--- config.mk ---
export PLATFORM = sky130hd
export DESIGN_NAME = conv_5_acc_sat_flat
export DESIGN_NICKNAME = d
export VERILOG_FILES = /design/src/rtl/conv_5_acc_sat_if.sv /design/src/rtl/conv_5_acc_sat.sv /design/src/flat_wrapper.sv
export SDC_FILE = /design/constraint.sdc
export NUM_CORES = 1
export LEC_CHECK = 0
export ABC_CLOCK_PERIOD_IN_PS = 3550
export CAP_MARGIN = 5
export CORE_ASPECT_RATIO = 1.4
export CORE_UTILIZATION = 50
export CTS_CLUSTER_SIZE = 30
export DETAILED_ROUTE_END_ITERATION = 8
export HOLD_SLACK_MARGIN = 0.06
export MAX_ROUTING_LAYER = met4
export PLACE_DENSITY = 0.8
export SLEW_MARGIN = 20
export SYNTH_ARGS = -nofsm -noshare
export SYNTH_HDL_FRONTEND = slang
export SYNTH_SLANG_ARGS = --single-unit
--- constraint.sdc ---
create_clock -name ap_clk -period 3.55 [get_ports ap_clk]
set_input_delay 0.5325 -clock ap_clk [delete_from_list [all_inputs] [get_ports ap_clk]]
set_output_delay 0.5325 -clock ap_clk [all_outputs]
set_load 0.005 [all_outputs]
--- src/rtl/conv_5_acc_sat_if.sv ---
// Stream bundle for conv_5_acc_sat: product input stream and saturated pixel output stream.
// The block connects through the slave modport. The producer/consumer side connects through the master modport.
// Optional macro CONV_5_ACC_BIAS_EN adds a per-pixel bias lane driven alongside din.
interface conv_5_acc_sat_if #(
  parameter int DIN_WIDTH  = 24,
  parameter int DOUT_WIDTH = 16
);

  // input stream from the multiplier
  logic signed [DIN_WIDTH-1:0]  din;
  logic                         din_valid;
  logic                         din_ready;

  // output stream to the writer
  logic signed [DOUT_WIDTH-1:0] dout;
  logic                         dout_valid;
  logic                         dout_ready;
  logic                         dout_sat;

`ifdef CONV_5_ACC_BIAS_EN
  // per-pixel bias in output units, sampled with the first product of a window
  logic signed [DOUT_WIDTH-1:0] bias;

  modport master (
    output din, din_valid, bias, dout_ready,
    input  din_ready, dout, dout_valid, dout_sat
  );

  modport slave (
    input  din, din_valid, bias, dout_ready,
    output din_ready, dout, dout_valid, dout_sat
  );
`else
  modport master (
    output din, din_valid, dout_ready,
    input  din_ready, dout, dout_valid, dout_sat
  );

  modport slave (
    input  din, din_valid, dout_ready,
    output din_ready, dout, dout_valid, dout_sat
  );
`endif

endinterface

--- src/rtl/conv_5_acc_sat.sv ---
// Sums NUM_TAPS signed products per pixel, then rounds half-up, shifts right by SHIFT and saturates to DOUT_WIDTH.
// The result is valid on the second edge after the last product is accepted. At least NUM_TAPS+2 cycles are needed per pixel.
// din_ready is low while a result is finishing or held. The result is held unchanged until dout_ready. Optional macro: CONV_5_ACC_BIAS_EN.
module conv_5_acc_sat #(
  parameter int DIN_WIDTH  = 24,
  parameter int ACC_WIDTH  = 32,
  parameter int DOUT_WIDTH = 16,
  parameter int NUM_TAPS   = 25,
  parameter int SHIFT      = 7
) (
  input  logic             ap_clk,
  input  logic             ap_rst_n,
  conv_5_acc_sat_if.slave  bus
);

  localparam int CNT_W = $clog2(NUM_TAPS);
  localparam logic [CNT_W-1:0] LAST_TAP = CNT_W'(NUM_TAPS - 1);

  // half an output LSB, added before the shift; this is zero when SHIFT is 0
  localparam logic signed [ACC_WIDTH:0] RND =
    ((ACC_WIDTH + 1)'(1) << SHIFT) >> 1;

  // output range limits, widened to the rounding width for comparison
  localparam logic signed [ACC_WIDTH:0] SAT_HI =
    {{(ACC_WIDTH + 2 - DOUT_WIDTH){1'b0}}, {(DOUT_WIDTH - 1){1'b1}}};
  localparam logic signed [ACC_WIDTH:0] SAT_LO =
    {{(ACC_WIDTH + 2 - DOUT_WIDTH){1'b1}}, {(DOUT_WIDTH - 1){1'b0}}};
  localparam logic signed [DOUT_WIDTH-1:0] OUT_MAX = {1'b0, {(DOUT_WIDTH - 1){1'b1}}};
  localparam logic signed [DOUT_WIDTH-1:0] OUT_MIN = {1'b1, {(DOUT_WIDTH - 1){1'b0}}};

  typedef enum logic [1:0] {
    ACC = 2'd0,
    FIN = 2'd1,
    OUT = 2'd2
  } state_t;

  state_t                       state;
  state_t                       state_nxt;
  logic                         din_ready;
  logic                         beat;

  logic [CNT_W-1:0]             cnt;
  logic signed [ACC_WIDTH-1:0]  acc;
  logic signed [ACC_WIDTH-1:0]  din_ext;
  logic signed [ACC_WIDTH-1:0]  first_val;

  logic signed [ACC_WIDTH:0]    rnd_sum;
  logic signed [ACC_WIDTH:0]    shifted;
  logic signed [DOUT_WIDTH-1:0] sat_val;
  logic                         sat_flag;

  logic signed [DOUT_WIDTH-1:0] dout_q;
  logic                         dout_sat_q;
  logic                         dout_valid_q;

  assign din_ext = {{(ACC_WIDTH - DIN_WIDTH){bus.din[DIN_WIDTH-1]}}, bus.din};

`ifdef CONV_5_ACC_BIAS_EN
  logic signed [ACC_WIDTH-1:0]  bias_ext;

  // bias is scaled up by SHIFT so that it lands in output units after the final shift
  assign bias_ext  = {{(ACC_WIDTH - DOUT_WIDTH){bus.bias[DOUT_WIDTH-1]}}, bus.bias};
  assign first_val = din_ext + (bias_ext <<< SHIFT);
`else
  assign first_val = din_ext;
`endif

  // a product is taken only when din_ready is high, and din_ready depends on state alone
  assign beat = din_ready && bus.din_valid;

  // state register
  always_ff @(posedge ap_clk) begin
    if (!ap_rst_n) begin
      state <= ACC;
    end else begin
      state <= state_nxt;
    end
  end

  // next-state logic and the input-side ready
  always_comb begin
    state_nxt = state;
    din_ready = 1'b0;
    unique case (state)
      ACC: begin
        din_ready = 1'b1;
        if (bus.din_valid && (cnt == LAST_TAP)) begin
          state_nxt = FIN;
        end
      end
      FIN: begin
        state_nxt = OUT;
      end
      OUT: begin
        if (dout_valid_q && bus.dout_ready) begin
          state_nxt = ACC;
        end
      end
      default: begin
        state_nxt = ACC;
      end
    endcase
  end

  // accumulate the window: the first tap loads and later taps add, wrapping at ACC_WIDTH
  always_ff @(posedge ap_clk) begin
    if (!ap_rst_n) begin
      acc <= '0;
      cnt <= '0;
    end else if (beat) begin
      acc <= (cnt == '0) ? first_val : (acc + din_ext);
      cnt <= (cnt == LAST_TAP) ? '0 : (cnt + 1'b1);
    end
  end

  // round half toward +inf, then do an arithmetic shift, with one guard bit so the rounding add cannot wrap
  always_comb begin
    rnd_sum = {acc[ACC_WIDTH-1], acc} + RND;
    shifted = rnd_sum >>> SHIFT;
  end

  // clip to the signed output range and flag when clipping happened
  always_comb begin
    sat_val  = shifted[DOUT_WIDTH-1:0];
    sat_flag = 1'b0;
    if (shifted > SAT_HI) begin
      sat_val  = OUT_MAX;
      sat_flag = 1'b1;
    end else if (shifted < SAT_LO) begin
      sat_val  = OUT_MIN;
      sat_flag = 1'b1;
    end
  end

  // capture the result in FIN and hold it until the consumer takes it
  always_ff @(posedge ap_clk) begin
    if (!ap_rst_n) begin
      dout_q       <= '0;
      dout_sat_q   <= 1'b0;
      dout_valid_q <= 1'b0;
    end else begin
      if (state == FIN) begin
        dout_q       <= sat_val;
        dout_sat_q   <= sat_flag;
        dout_valid_q <= 1'b1;
      end else if ((state == OUT) && bus.dout_ready) begin
        dout_valid_q <= 1'b0;
      end
    end
  end

  assign bus.din_ready  = din_ready;
  assign bus.dout       = dout_q;
  assign bus.dout_sat   = dout_sat_q;
  assign bus.dout_valid = dout_valid_q;

  // a held result must not change while the consumer stalls
  property p_hold_stable;
    @(posedge ap_clk) disable iff (!ap_rst_n)
      (dout_valid_q && !bus.dout_ready) |=> (dout_valid_q && $stable(dout_q) && $stable(dout_sat_q));
  endproperty
  a_hold_stable: assert property (p_hold_stable);

  // input and output never handshake-capable together
  a_no_overlap: assert property (@(posedge ap_clk) disable iff (!ap_rst_n) !(din_ready && dout_valid_q));

endmodule

--- src/flat_wrapper.sv ---
// flat-port wrapper written by rule: the top's interface ports become plain ports
module conv_5_acc_sat_flat 
#(
  parameter int DIN_WIDTH  = 24,
  parameter int ACC_WIDTH  = 32,
  parameter int DOUT_WIDTH = 16,
  parameter int NUM_TAPS   = 25,
  parameter int SHIFT      = 7
)
  (ap_clk, ap_rst_n, bus_din, bus_din_valid, bus_dout_ready, bus_din_ready, bus_dout, bus_dout_valid, bus_dout_sat);
  conv_5_acc_sat_if #(.DIN_WIDTH(DIN_WIDTH), .DOUT_WIDTH(DOUT_WIDTH)) bus_i ();
  input  logic ap_clk;
  input  logic ap_rst_n;
  input wire logic [$bits(bus_i.din)-1:0] bus_din;
  input wire logic [$bits(bus_i.din_valid)-1:0] bus_din_valid;
  input wire logic [$bits(bus_i.dout_ready)-1:0] bus_dout_ready;
  output wire logic [$bits(bus_i.din_ready)-1:0] bus_din_ready;
  output wire logic [$bits(bus_i.dout)-1:0] bus_dout;
  output wire logic [$bits(bus_i.dout_valid)-1:0] bus_dout_valid;
  output wire logic [$bits(bus_i.dout_sat)-1:0] bus_dout_sat;
  assign bus_i.din = bus_din;
  assign bus_i.din_valid = bus_din_valid;
  assign bus_i.dout_ready = bus_dout_ready;
  assign bus_din_ready = bus_i.din_ready;
  assign bus_dout = bus_i.dout;
  assign bus_dout_valid = bus_i.dout_valid;
  assign bus_dout_sat = bus_i.dout_sat;
  conv_5_acc_sat #(.DIN_WIDTH(DIN_WIDTH), .ACC_WIDTH(ACC_WIDTH), .DOUT_WIDTH(DOUT_WIDTH), .NUM_TAPS(NUM_TAPS), .SHIFT(SHIFT)) u_core (.ap_clk(ap_clk), .ap_rst_n(ap_rst_n), .bus(bus_i));
endmodule
== Word level (Yosys, flattened, before mapping) ==
Cells that the tools add are included.
Widths: inputs -> output; s select.

* Memories: 0
* Input bits: 28
* Register bits after elaboration: 57
* Memory bits (read-only): 0
* Logic and storage cells: 36
* Output and inout bits: 19
* Bits in writable memories: 0
* Bits in latches: 0

* Bitwise operators: 0
* Equal/unequal tests: 5
* Shift operators: 0
* Magnitude comparators: 2
* Div/mod/pow operators: 0
* Reductions and logical operators: 8
* Mux-type cells: 12
* Add/subtract/negate cells: 3
* $mul: 0

{| class="wikitable"
|+ Operator list
! cell !! count
|-
| $add 32x8->33 const B || 1
|-
| $add 32x24->32 || 1
|-
| $mux 16 || 2
|-
| $mux 32 || 1
|-
| $gt 26x16->1 const B || 1
|-
| $lt 26x16->1 const B || 1
|-
| $pmux 2 s3 || 1
|-
| $add 5x1->5 const B || 1
|-
| $eq 5x5->1 const B || 1
|-
| $logic_not 5->1 || 1
|-
| $mux 1 || 5
|-
| $mux 5 || 1
|-
| $logic_and 1x1->1 || 4
|-
| $mux 2 || 2
|-
| $ne 2x1->1 const B || 2
|-
| $eq 2x1->1 const B || 1
|-
| $eq 2x2->1 const B || 1
|-
| $logic_not 2->1 || 1
|-
| $reduce_and 2->1 || 1
|-
| $reduce_bool 2->1 || 1
|}

== Logic depth before layout (Yosys ltp) ==
* Depth in word-level cells: 4
* Mapped depth: 12

== Worst setup path before layout ==
OpenSTA, ideal clock, no wires.

* Path kind: in2reg
* From: input port bus_din[0]
* To: register u_core.acc[28]
* Data arrival time: 2.924 ns
* Slack: 0.540 ns
* Buffers on the path: 0
* Required time: 3.464 ns
* Stages on the path: 12
* Cells stage by stage: ha_1 -> inv_1 -> fa_1 -> nand2b_1 -> a21oi_1 -> o21ai_1 -> a2111oi_2 -> o41ai_2 -> o21ai_1 -> o21ai_0 -> mux2_1 -> a211oi_1

* Word-level cells in the longest chain between the ends: 2

{| class="wikitable"
|+ Ends and longest elaborated chain
! element !! line !! text
|-
| start: declaration || flat_wrapper.sv:14 || <nowiki>input wire logic [$bits(bus_i.din)-1:0] bus_din;</nowiki>
|-
| $add 32x24->32 || conv_5_acc_sat.sv:111 || <nowiki>acc <= (cnt == '0) ? first_val : (acc + din_ext);</nowiki>
|-
| $mux 32 || conv_5_acc_sat.sv:111 ||
|-
| end signal: assignment || conv_5_acc_sat.sv:111 ||
|-
| end: declaration || conv_5_acc_sat.sv:43 || <nowiki>logic signed [ACC_WIDTH-1:0] acc;</nowiki>
|}

No other way between the ends.
A chain may end at the register's enable or synchronous reset.

== Final worst setup path ==
* From: input port bus_din[0]
* To: register u_core.acc[26]

The elaborated chain is that of the path after synthesis.

==> flow_metrics.tcl <==
set metrics [dict create \
    synthArstFlopShare_pct 0 \
    fp.dieH_microns 113.5 \
    n_antenna_cell 0 \
    slew_violations 0 \
    netlist_area_sq_um 4443 \
    drt_iter0_markers 259 \
    period_share_pct 93.89 \
    max_freq_mhz 300.0 \
    final_nets 703 \
    syn_to_final_growth_pct 22.30 \
    seqPwrFrac_pct 32.5 \
    gp_congestion 0.9177 \
    holdCritStartpoint "u_core.cnt[1]" \
    n_fill_cell 749 \
    cp-start-kind "input pin" \
    worst_setup_path_end_kind "flop" \
    setup_viol 0 \
    arrival_ps 3600 \
    status "complete, no violations" \
    ant_nets 0 \
    power_switching_share_pct 32.79 \
    cp_data_required_time_ps 3810 \
    critical_path.max_stage_delay_ps 480 \
    viasPerCell 5.996 \
    worst_ir_drop_vdd_uv 321.3 \
    first_global_vias 4283 \
    skew_ps 7.050 \
    synthFlopType "dfxtp_1" \
    antenna_found_initial 0 \
    drc_errors 0 \
    hpwl_mm 8.245 \
    combPwrFrac_pct 29.5 \
    cts_setup_buffers 0 \
    final_hold_viol_count 0 \
    grt-busiest-layer "met2" \
    switchingPower_mw 0.7493 \
    ys_warn_count 0 \
    cts_root_buffer "clkbuf_16" \
    path_delay_family "compound AO/OA/AOI/OAI gates" \
    drtPass1Iterations 5 \
    regArea_sq_um 1141 \
    multi_input_area_sq_um 3137 \
    r2r_cells 10 \
    insertion_delay_ps 340 \
    grt_pass1_wl_mm 18.84 \
    synth-seq-cells 57 \
    hold_class "reg -> reg" \
    die_area_sq_um 9272 \
    cts.sinks 57 \
    hold-path-endpoint "u_core.cnt[1]" \
    cts_resized 0 \
    min_period_ps 3333 \
    synth_edf_count 0 \
    syn-num-nets 646 \
    clk_path_buf_depth 2 \
    num_rows 40 \
    setup_slack_ps 216.9 \
    synth-seq-area-share_pct 25.68 \
    grt_max_degree 55 \
    drive_gt1_share_pct 11.01 \
    critPathMaxFanout 4 \
    die_w_microns 81.67 \
    worstSetupPathType "in -> reg" \
    ioPinCount 47 \
    fin_util_pct 63.13 \
    final_common_cell "nand2_1" \
    start_util_pct 51.61 \
    totalWireLength_mm 11.49 \
    clkTransAtPathRegs_ps 50 \
    ctsHoldBuffers 0 \
    cts_tree "done" \
    rr_endpoint "u_core.acc[31]" \
    overflow 0 \
    placed_cells 734 \
    ys_types 67 \
    grtUsageMet3_pct 6.000 \
    cap_violations 0 \
    r2r_start "u_core.acc[18]" \
    final_cell_count_no_fill 750 \
    track_usage_pct 26.97 \
    cts_max_level 3 \
    crit_buf_inv 2 \
    hold_depth 2 \
    most-common-layout-cells "nand2_1, dfxtp_1, nor2_1, o21ai_0, a21oi_1" \
    tns_ps 0 \
    wl_per_cell_microns 15.33 \
    use_met1_pct 30.94 \
    crit_chain "clkdlybuf4s50_1 -> ha_1 -> inv_1 -> fa_1 -> nand2b_1 -> a21oi_2 -> o21ai_2 -> a2111oi_4 -> o41ai_4 -> o21ai_0 -> a211oi_1 -> or3_1 -> a21oi_1" \
    grtUsageMet2_pct 43.94 \
    p_int_mw 1.536 \
    rrSetupSlack_ps 530 \
    tightest_slew_ps 968.1 \
    synthCells 583 \
    cpMaxStageDelayCell "clkdlybuf4s50_1" \
    leakage_nw 2.169 \
    clkPwrFrac_pct 38.1 \
    pre_cts_slack_ps -181.4 \
    port_buffers 46 \
    vias 4497 \
    core_region_area_sq_um 8608 \
    syn_area_per_cell_sq_um 7.621 \
    max_slew_margin_pct 35.33 \
    cts_inserted_buffers 9 \
    power_density_nw_per_um2 420.6 \
]
## layout make-up
class / count / share of cell area, %
Clock buffer: 11 / 4.467
Clock inverter: 5 / 1.013
Inverter: 21 / 1.451
Multi-Input combinational cell: 480 / 57.73
Sequential cell: 57 / 21.00
Tap cell: 105 / 2.418
Timing Repair Buffer: 71 / 11.93
## synth_stat cells, drive strengths merged, types with 5 or more instances
library cell / count / area (sq um)
nand2: 84 / 315.3
a21oi: 59 / 344.1
dfxtp: 57 / 1141
o21ai: 56 / 284.0
nor2: 52 / 195.2
ha: 34 / 425.4
xnor2: 25 / 219.0
inv: 21 / 78.83
clkbuf: 20 / 85.08
nand3: 18 / 95.09
xor2: 16 / 140.1
a311oi: 14 / 122.6
a211oi: 11 / 82.58
nand4: 11 / 75.07
nor3: 10 / 55.05
a31oi: 6 / 37.54
and4: 6 / 62.56
and3: 5 / 31.28
nand2b: 5 / 31.28
nor2b: 5 / 31.28
o21a: 5 / 37.54
or3: 5 / 31.28
## tightest hold or removal path, stage by stage (launching register included)
cell and delay (ps):
dfxtp_1 330, nand2_1 60, a21oi_1 50
## worst max path at each step
| stage | slack [ps] | end | startpoint | cells past startpoint |
|---|---|---|---|---|
| floorplan | 540 | u_core.acc[28] | bus_din[0] | 12 |
| global placement | -110 | u_core.acc[28] | bus_din[0] | 13 |
| detailed placement | -180 | u_core.acc[28] | bus_din[0] | 13 |
| CTS | 150 | u_core.acc[28] | bus_din[0] | 13 |
| global route | -30 | u_core.acc[28] | bus_din[0] | 13 |
| finish | 220 | u_core.acc[26] | bus_din[0] | 13 |
## stage by stage
| stage | hold slack, ps | instance area [sq um] | total power [mW] |
|---|---|---|---|
| floorplan | 466.4 | 4443 | 1.214 |
| global placement | 470.5 | 5096 | 1.383 |
| detailed placement | 481.8 | 5096 | 1.405 |
| CTS | 488.7 | 5394 | 2.272 |
| global route | 505.6 | 5434 | 2.409 |
| finish | 490.6 | 5434 | 2.286 |
## layer usage
| layer | part of all wire (%) | routed length (microns) | up-vias |
|---|---|---|---|
| met2 | 49 | 5629 | 115 |
| met5 | 0 | 0 | - |
| met3 | 5.3 | 613 | 25 |
| met1 | 43 | 4975 | 2113 |
| li1 | - | - | 2244 |
| met4 | 2.4 | 276 | 0 |
## logic make-up after synthesis
group / Yosys count / synth area share [%]
buf+inv: 46 / 4.759
flops: 57 / 25.68
mux: 2 / 0.4787
compound gates: 187 / 27.63
fa+ha+maj: 35 / 10.03
xor+xnor: 41 / 8.082
simple gates: 215 / 23.35
## power by group through the flow
| stage | Sequential (mW) | Clock [mW] | Combinational [mW] |
|---|---|---|---|
| final | 0.742 | 0.871 | 0.673 |
| after global routing | 0.746 | 0.911 | 0.752 |
| after CTS | 0.739 | 0.874 | 0.658 |
| after detailed placement | 0.752 | 0 | 0.653 |
| after global placement | 0.748 | 0 | 0.635 |
| after floorplan | 0.732 | 0 | 0.482 |
## state kept, by name (all words and copies together), names as in the netlist
signal	flops
u_core.bus.dout_valid	1
u_core.bus.dout	16
u_core.bus.dout_sat	1
u_core.acc	32
u_core.cnt	5
u_core.state	2
Note: power is estimated with default switching activity, not from simulation.
